$ cat config.mk
export PLATFORM = sky130hd
export DESIGN_NAME = neuron_sweep_scheduler
export DESIGN_NICKNAME = d
export VERILOG_FILES = /design/src/rtl/neuron_pkg.sv /design/src/rtl/lif_update.sv /design/src/rtl/neuron_sweep_scheduler.sv
export SDC_FILE = /design/constraint.sdc
export NUM_CORES = 1
export LEC_CHECK = 0
export ABC_AREA = 1
export CORE_ASPECT_RATIO = 0.9
export CORE_MARGIN = 1
export CORE_UTILIZATION = 55
export CTS_CLUSTER_DIAMETER = 120
export CTS_CLUSTER_SIZE = 14
export DETAILED_ROUTE_END_ITERATION = 12
export GPL_TIMING_DRIVEN = 0
export PLACE_DENSITY = 0.89
export SKIP_LAST_GASP = 1
export SLEW_MARGIN = 10
export SYNTH_ARGS = -nofsm -noshare
export SYNTH_HDL_FRONTEND = slang
export SYNTH_SLANG_ARGS = --single-unit
$ cat constraint.sdc
create_clock -name clk -period 12.24 [get_ports clk]
set_input_delay 3.672 -clock clk [delete_from_list [all_inputs] [get_ports clk]]
set_output_delay 3.672 -clock clk [all_outputs]
set_load 0.005 [all_outputs]
$ cat src/rtl/neuron_pkg.sv
// neuron_pkg
// Shared definitions for the membrane-potential sweep logic:
//   sweep_state_t  - states of the timestep sweep sequencer
//   NEURON_IDX_W   - neuron index width for the default neuron count
//   sat_signed()   - clamps a wide signed value into a signed range of a given width
package neuron_pkg;

   typedef enum logic [2:0] {
      ST_IDLE,
      ST_READ,
      ST_WRITE,
      ST_SPIKE,
      ST_DONE
   } sweep_state_t;

   localparam int DEFAULT_DEPTH = 256;
   localparam int NEURON_IDX_W  = $clog2(DEFAULT_DEPTH);

   // Clamp 'value' into [-(2^(width-1)), 2^(width-1)-1]; the caller truncates
   // the result to 'width' bits, which is then lossless.
   function automatic logic signed [63:0] sat_signed(input logic signed [63:0] value,
                                                     input int width);
      logic signed [63:0] maxVal;
      logic signed [63:0] minVal;
      maxVal = (64'sd1 <<< (width - 1)) - 64'sd1;
      minVal = -(64'sd1 <<< (width - 1));
      if (value > maxVal)
         return maxVal;
      else if (value < minVal)
         return minVal;
      else
         return value;
   endfunction

endpackage

$ cat src/rtl/lif_update.sv
// lif_update
// Combinational leaky-integrate-and-fire step for one neuron.
//   v        in   WIDTH signed  current membrane potential
//   current  in   WIDTH signed  synaptic input current
//   v_next   out  WIDTH signed  sat(v - (v >>> LEAK_SHIFT) + current)
//   fire     out  1             v_next has reached THRESHOLD
module lif_update
   import neuron_pkg::*;
#(
   parameter int WIDTH      = 32,
   parameter int THRESHOLD  = 1000,
   parameter int V_RESET    = 0,
   parameter int LEAK_SHIFT = 4
) (
   input  logic signed [WIDTH-1:0] v,
   input  logic signed [WIDTH-1:0] current,
   output logic signed [WIDTH-1:0] v_next,
   output logic                    fire
);

   // Two guard bits are enough: |v - v/2^k| < 2^WIDTH and adding one more
   // WIDTH-bit operand stays inside WIDTH+2 signed bits.
   localparam int EXT_W = WIDTH + 2;
   localparam logic signed [WIDTH-1:0] THR = WIDTH'(THRESHOLD);

   logic signed [EXT_W-1:0] vExt;
   logic signed [EXT_W-1:0] leakExt;
   logic signed [EXT_W-1:0] curExt;
   logic signed [EXT_W-1:0] sumExt;

   // Reset potential is applied by the sequencer, not here; this block only
   // decides whether the neuron fires.
   logic unusedReset;
   assign unusedReset = (V_RESET != 0);

   // Leak and integrate at extended width, then clamp back to the word range.
   always_comb begin
      vExt    = EXT_W'(v);
      curExt  = EXT_W'(current);
      leakExt = vExt >>> LEAK_SHIFT;
      sumExt  = vExt - leakExt + curExt;
      v_next  = WIDTH'(sat_signed(64'(sumExt), WIDTH));
      fire    = (v_next >= THR);
   end

endmodule

$ cat src/rtl/neuron_sweep_scheduler.sv
// neuron_sweep_scheduler
// On each timestep tick, walks every neuron address of the potential SRAM and
// performs a read / leak-integrate / threshold / write-back sequence, raising
// a spike event (valid/ready) whenever a neuron fires.
//   clk, reset    clock, asynchronous active-high reset
//   start         timestep tick, accepted only when idle
//   busy          sweep in progress (READ/WRITE/SPIKE)
//   done          one-cycle pulse at the end of a sweep
//   overrun       one-cycle pulse when a tick arrives while not idle (dropped)
//   sram_*        sole master of the single-port, registered-read SRAM
//   syn_addr      neuron whose synaptic current is requested
//   syn_current   combinational current for syn_addr
//   spike_*       spike event handshake, spike_addr held while valid
module neuron_sweep_scheduler
   import neuron_pkg::*;
#(
   parameter int WIDTH      = 32,
   parameter int DEPTH      = 256,
   parameter int THRESHOLD  = 1000,
   parameter int V_RESET    = 0,
   parameter int LEAK_SHIFT = 4
) (
   input  logic                     clk,
   input  logic                     reset,
   input  logic                     start,
   output logic                     busy,
   output logic                     done,
   output logic                     overrun,
   output logic                     sram_we,
   output logic [$clog2(DEPTH)-1:0] sram_addr,
   output logic signed [WIDTH-1:0]  sram_wdata,
   input  logic signed [WIDTH-1:0]  sram_rdata,
   output logic [$clog2(DEPTH)-1:0] syn_addr,
   input  logic signed [WIDTH-1:0]  syn_current,
   output logic                     spike_valid,
   input  logic                     spike_ready,
   output logic [$clog2(DEPTH)-1:0] spike_addr
);

   localparam int IDX_W = $clog2(DEPTH);
   localparam logic [IDX_W-1:0] LAST_IDX = IDX_W'(DEPTH - 1);
   localparam logic signed [WIDTH-1:0] VRST = WIDTH'(V_RESET);

   sweep_state_t state_q, state_d;
   logic [IDX_W-1:0] n_q, n_d;
   logic [IDX_W-1:0] spikeAddr_q, spikeAddr_d;

   logic signed [WIDTH-1:0] vNext;
   logic fire;

   lif_update #(
      .WIDTH      (WIDTH),
      .THRESHOLD  (THRESHOLD),
      .V_RESET    (V_RESET),
      .LEAK_SHIFT (LEAK_SHIFT)
   ) u_lif (
      .v       (sram_rdata),
      .current (syn_current),
      .v_next  (vNext),
      .fire    (fire)
   );

   // State, neuron index and latched spike address; reset abandons any sweep.
   always_ff @(posedge clk or posedge reset) begin
      if (reset) begin
         state_q     <= ST_IDLE;
         n_q         <= '0;
         spikeAddr_q <= '0;
      end else begin
         state_q     <= state_d;
         n_q         <= n_d;
         spikeAddr_q <= spikeAddr_d;
      end
   end

   // Next-state and output decode. The write-back in WRITE happens whether or
   // not the neuron fires, so spike backpressure never delays the SRAM update;
   // it only holds the sequencer in SPIKE before the next neuron.
   always_comb begin
      state_d     = state_q;
      n_d         = n_q;
      spikeAddr_d = spikeAddr_q;
      busy        = 1'b0;
      done        = 1'b0;
      sram_we     = 1'b0;
      sram_wdata  = '0;
      spike_valid = 1'b0;

      case (state_q)
         ST_IDLE: begin
            if (start) begin
               n_d     = '0;
               state_d = ST_READ;
            end
         end
         ST_READ: begin
            busy    = 1'b1;
            state_d = ST_WRITE;
         end
         ST_WRITE: begin
            busy    = 1'b1;
            sram_we = 1'b1;
            if (fire) begin
               sram_wdata  = VRST;
               spikeAddr_d = n_q;
               state_d     = ST_SPIKE;
            end else begin
               sram_wdata = vNext;
               if (n_q == LAST_IDX) begin
                  state_d = ST_DONE;
               end else begin
                  n_d     = n_q + 1'b1;
                  state_d = ST_READ;
               end
            end
         end
         ST_SPIKE: begin
            busy        = 1'b1;
            spike_valid = 1'b1;
            if (spike_ready) begin
               if (n_q == LAST_IDX) begin
                  state_d = ST_DONE;
               end else begin
                  n_d     = n_q + 1'b1;
                  state_d = ST_READ;
               end
            end
         end
         ST_DONE: begin
            done    = 1'b1;
            state_d = ST_IDLE;
         end
         default: begin
            state_d = ST_IDLE;
         end
      endcase
   end

   // Address ports simply follow the index; ticks outside IDLE are flagged.
   always_comb begin
      sram_addr  = n_q;
      syn_addr   = n_q;
      spike_addr = spikeAddr_q;
      overrun    = start && (state_q != ST_IDLE);
   end

endmodule

==> impl_table.tex <==
\begin{tabular}{lr}
\hline
Metric & Value \\
\hline
\multicolumn{2}{l}{\textbf{Yosys}} \\
Nets in the synthesized netlist & 995 \\
Combined area of all synthesized cells & 0.00499 mm\^{}2 \\
Number of unique standard cell types used by synthesis & 32 \\
Sequential share of the synthesized area & 9.52\% \\
Yosys reg bits & 19 \\
Number of standard cells after synthesis & 862 \\
Yosys warns & 0 \\
Average cell area after synthesis & 5.79 um\^{}2 \\
\multicolumn{2}{l}{\textbf{Route}} \\
Via density per instance & 4.96 \\
Highest routed metal layer & met4 \\
Remaining number of nets flagged by the antenna check after routing & 0 \\
DR WL met3 & 1.01 mm \\
Met2 WL post-DR & 5.89 mm \\
DRC violations left & 0 \\
Detailed Routing Iterations Pass 1 & 5 \\
Number of vias after detailed routing & 5516 \\
Detailed-routing wirelength on met1 & 6.39 mm \\
Routed length per placed instance & 12.0 um \\
Number of design-rule violations left by the first detailed-router iteration & 372 \\
Post-detailed-routing wire length & 13.4 mm \\
\multicolumn{2}{l}{\textbf{Status}} \\
Result of the run & finished, final reports clean \\
\multicolumn{2}{l}{\textbf{Timing}} \\
Max-slew violations & 0 \\
Worst Max-Slew Pin Slew & 0.703 ns \\
Total setup violations reported at the end of the flow & 0 \\
Part of the cycle the worst path needs & 96.4\% \\
Unrepaired setup endpoints after global routing & no \\
Total Negative Setup Slacks & 0 ns \\
Slew HR & 53.1\% \\
Worst clock skew & 0.00490 ns \\
Max frequency & 84.8 MHz \\
Final Hold Viols & 0 \\
Worst hold-check slack & 0.482 ns \\
Final Critical Period & 11.80 ns \\
\multicolumn{2}{l}{\textbf{Place}} \\
Inst Count DP & 1109 \\
Last weighted congestion value of the routability-driven placer & 0.956 \\
Number of buffer cells added on primary ports & 128 \\
Detailed-placement wirelength estimate & 11.9 mm \\
Cell Area, Placed & 0.00642 mm\^{}2 \\
\multicolumn{2}{l}{\textbf{Critical path}} \\
Crit-path max FO & 10 \\
Worst Setup Path Type & in -> out \\
Maximum cell stage delay along the critical path & 0.54 ns \\
CP most frequent cell & sky130\_fd\_sc\_hd\_\_nand2\_1 \\
Critical Path Sink Type & output port \\
Slowest stage cell, crit path & sky130\_fd\_sc\_hd\_\_fa\_1 \\
Data required time of the worst path & 8.57 ns \\
Arrival time of the worst setup path & 8.13 ns \\
CP startpoint kind & primary input \\
\multicolumn{2}{l}{\textbf{Finish}} \\
Cell area after layout & 0.00647 mm\^{}2 \\
Area overhead of the layout relative to synthesis & 29.6\% \\
Antenna diode count & 0 \\
Most frequent standard cell in the layout excluding fill and tap cells & sky130\_fd\_sc\_hd\_\_nand2\_1 \\
Share of cells above drive strength 1 & 5.23\% \\
Most frequent cells in the layout & sky130\_fd\_sc\_hd\_\_nand2\_1 (251), sky130\_fd\_sc\_hd\_\_inv\_1 (224), sky130\_fd\_sc\_hd\_\_clkdlybuf4s50\_1 (128) \\
Fill count & 742 \\
Finished Layout Cells & 1113 \\
Final Net Count & 1128 \\
\multicolumn{2}{l}{\textbf{Clock network}} \\
Hold buffers post-CTS & 0 \\
Count of buffers added by post-CTS timing repair for setup & 0 \\
Worst-skew pair later-pin latency & 0.26 ns \\
Count of clock tree sinks & 19 \\
Clock tree root driver cell & sky130\_fd\_sc\_hd\_\_clkbuf\_8 \\
Number of clock buffers inserted by TritonCTS & 3 \\
Count of H-tree levels built during CTS & 1 \\
Clock tree from TritonCTS & built \\
Clock transition at path regs & 0.07 ns \\
Number of cells upsized or downsized after cts & 0 \\
Max clock buf depth & 2 \\
\multicolumn{2}{l}{\textbf{Global route}} \\
Largest net degree at the start of global routing & 20 \\
Residual overflow from global routing & 0 \\
Total global routing track utilization & 29.6\% \\
Global-route wire length before repair & 22.7 mm \\
Via count of the first global-routing pass & 5130 \\
Antenna violations before repair & 0 \\
\multicolumn{2}{l}{\textbf{Floorplanning}} \\
Number of placement rows & 32 \\
DIE AREA & 0.00946 mm\^{}2 \\
X dimension of the die & 102 um \\
Height of the die & 92.4 um \\
Initial cell density of the core & 57.5\% \\
Area of the core & 0.00869 mm\^{}2 \\
IO Count & 129 \\
\multicolumn{2}{l}{\textbf{Worst hold path}} \\
Worst hold path type & reg -> reg \\
\multicolumn{2}{l}{\textbf{Power and ir drop}} \\
Power, Total & 741 uW \\
Power density normalized to cell area & 115 mW/mm\^{}2 \\
Static leakage & 3.63 nW \\
Maximum resistive drop on vdd & 0.0508 mV \\
\multicolumn{2}{l}{\textbf{Flow run}} \\
Max-cap violations & 0 \\
\hline
\end{tabular}
synthesized netlist by cell type:
cell / count / area, um^2
sky130_fd_sc_hd__nor2_2: 1 / 6.26
sky130_fd_sc_hd__dfrtp_1: 19 / 475
sky130_fd_sc_hd__nor2_1: 79 / 297
sky130_fd_sc_hd__o21ai_0: 16 / 80.1
sky130_fd_sc_hd__a21oi_1: 56 / 280
sky130_fd_sc_hd__or2_0: 2 / 12.5
sky130_fd_sc_hd__xor2_1: 16 / 140
sky130_fd_sc_hd__o21ai_1: 2 / 10.0
sky130_fd_sc_hd__nand2_4: 1 / 11.3
sky130_fd_sc_hd__nand3_2: 3 / 30.0
sky130_fd_sc_hd__a221oi_1: 1 / 8.76
sky130_fd_sc_hd__clkbuf_1: 6 / 22.5
sky130_fd_sc_hd__o21ai_2: 4 / 35.0
sky130_fd_sc_hd__buf_4: 9 / 67.6
sky130_fd_sc_hd__ha_1: 34 / 425
sky130_fd_sc_hd__inv_1: 224 / 841
sky130_fd_sc_hd__nand3b_1: 2 / 15.0
sky130_fd_sc_hd__o21bai_1: 10 / 75.1
sky130_fd_sc_hd__nor3_1: 6 / 30.0
sky130_fd_sc_hd__buf_6: 7 / 78.8
sky130_fd_sc_hd__a21o_1: 1 / 7.51
sky130_fd_sc_hd__nand2_2: 9 / 56.3
sky130_fd_sc_hd__nor4_1: 2 / 12.5
sky130_fd_sc_hd__nand4_1: 9 / 56.3
sky130_fd_sc_hd__xnor2_1: 5 / 43.8
sky130_fd_sc_hd__nand3_1: 40 / 200
sky130_fd_sc_hd__nand2_1: 251 / 942
sky130_fd_sc_hd__or2_2: 3 / 18.8
sky130_fd_sc_hd__and2_1: 2 / 12.5
sky130_fd_sc_hd__fa_1: 31 / 621
sky130_fd_sc_hd__inv_2: 3 / 11.3
sky130_fd_sc_hd__a21oi_2: 8 / 70.1
worst paths after layout:
check                                          start                        end  slack [ns]  depth (start not counted)
max                                    sram_rdata[7]             sram_wdata[14]        0.44                         27
min                        spike_addr[4]$_DFFE_PP0P_  spike_addr[4]$_DFFE_PP0P_        0.48                          2
max reg2reg                   state_q[1]$_DFFE_PP0P_   sram_addr[5]$_DFFE_PP0P_        9.86                         10
min reg2reg                spike_addr[4]$_DFFE_PP0P_  spike_addr[4]$_DFFE_PP0P_        0.48                          2
max in group asynchronous                      reset  spike_addr[1]$_DFFE_PP0P_        7.96                          2
min in group asynchronous                      reset  spike_addr[6]$_DFFE_PP0P_        3.82                          2
flip-flops by register name, summed over array words and instances (netlist names):
name / flops
state_q: 3
sram_addr: 8
spike_addr: 8
critical path: cells and delay by family:
kind	cells	cell delay, ns
adder cells (fa/ha/maj)	2	0.90
AO/OA/AOI/OAI	2	0.39
AND/OR/NAND/NOR	15	1.48
buffers and inverters	8	1.69
through the flow:
stage	utilization [%]	setup slack, ns
2_1_floorplan	-	2.08
3_3_place_gp	73.9	0.545
3_5_place_dp	73.9	0.510
4_1_cts	74.5	0.501
5_1_grt	74.5	0.152
6_report	74.5	0.441
kinds of logic after synthesis:
kind of cell	count (synthesis)	synth area share (%)
buffers and inverters	249	20.4
XOR/XNOR	21	3.68
AO/OA/AOI/OAI	98	11.4
flip-flops	19	9.52
adder cells (fa/ha/maj)	65	20.9
AND/OR/NAND/NOR	410	34.1
area by class of cell:
type	count	area (um^2)	area share, %
clock inverters	1	5.00	0.0774
plain buffers	22	169	2.61
well taps	119	149	2.30
inverters	227	852	13.2
repair buffers	128	1280	19.8
clock buffers	3	41.3	0.638
flip-flops and latches	19	475	7.35
multi-input cells	594	3500	54.1
per-layer routing:
metal / up-vias / GRT usage [%]
li1: 2839 / -
met1: 2432 / 43.3
met2: 237 / 48.6
met3: 8 / 2.87
met4: 0 / 2.98
met5: - / 0
where the power goes:
part	total (mW)	switching, mW	internal (mW)
logic	0.614	0.363	0.251
clock network	0.0435	0.0209	0.0226
registers	0.0837	0.0102	0.0735
total	0.741	0.394	0.347
No activity file was read; power rests on OpenSTA's default activity.
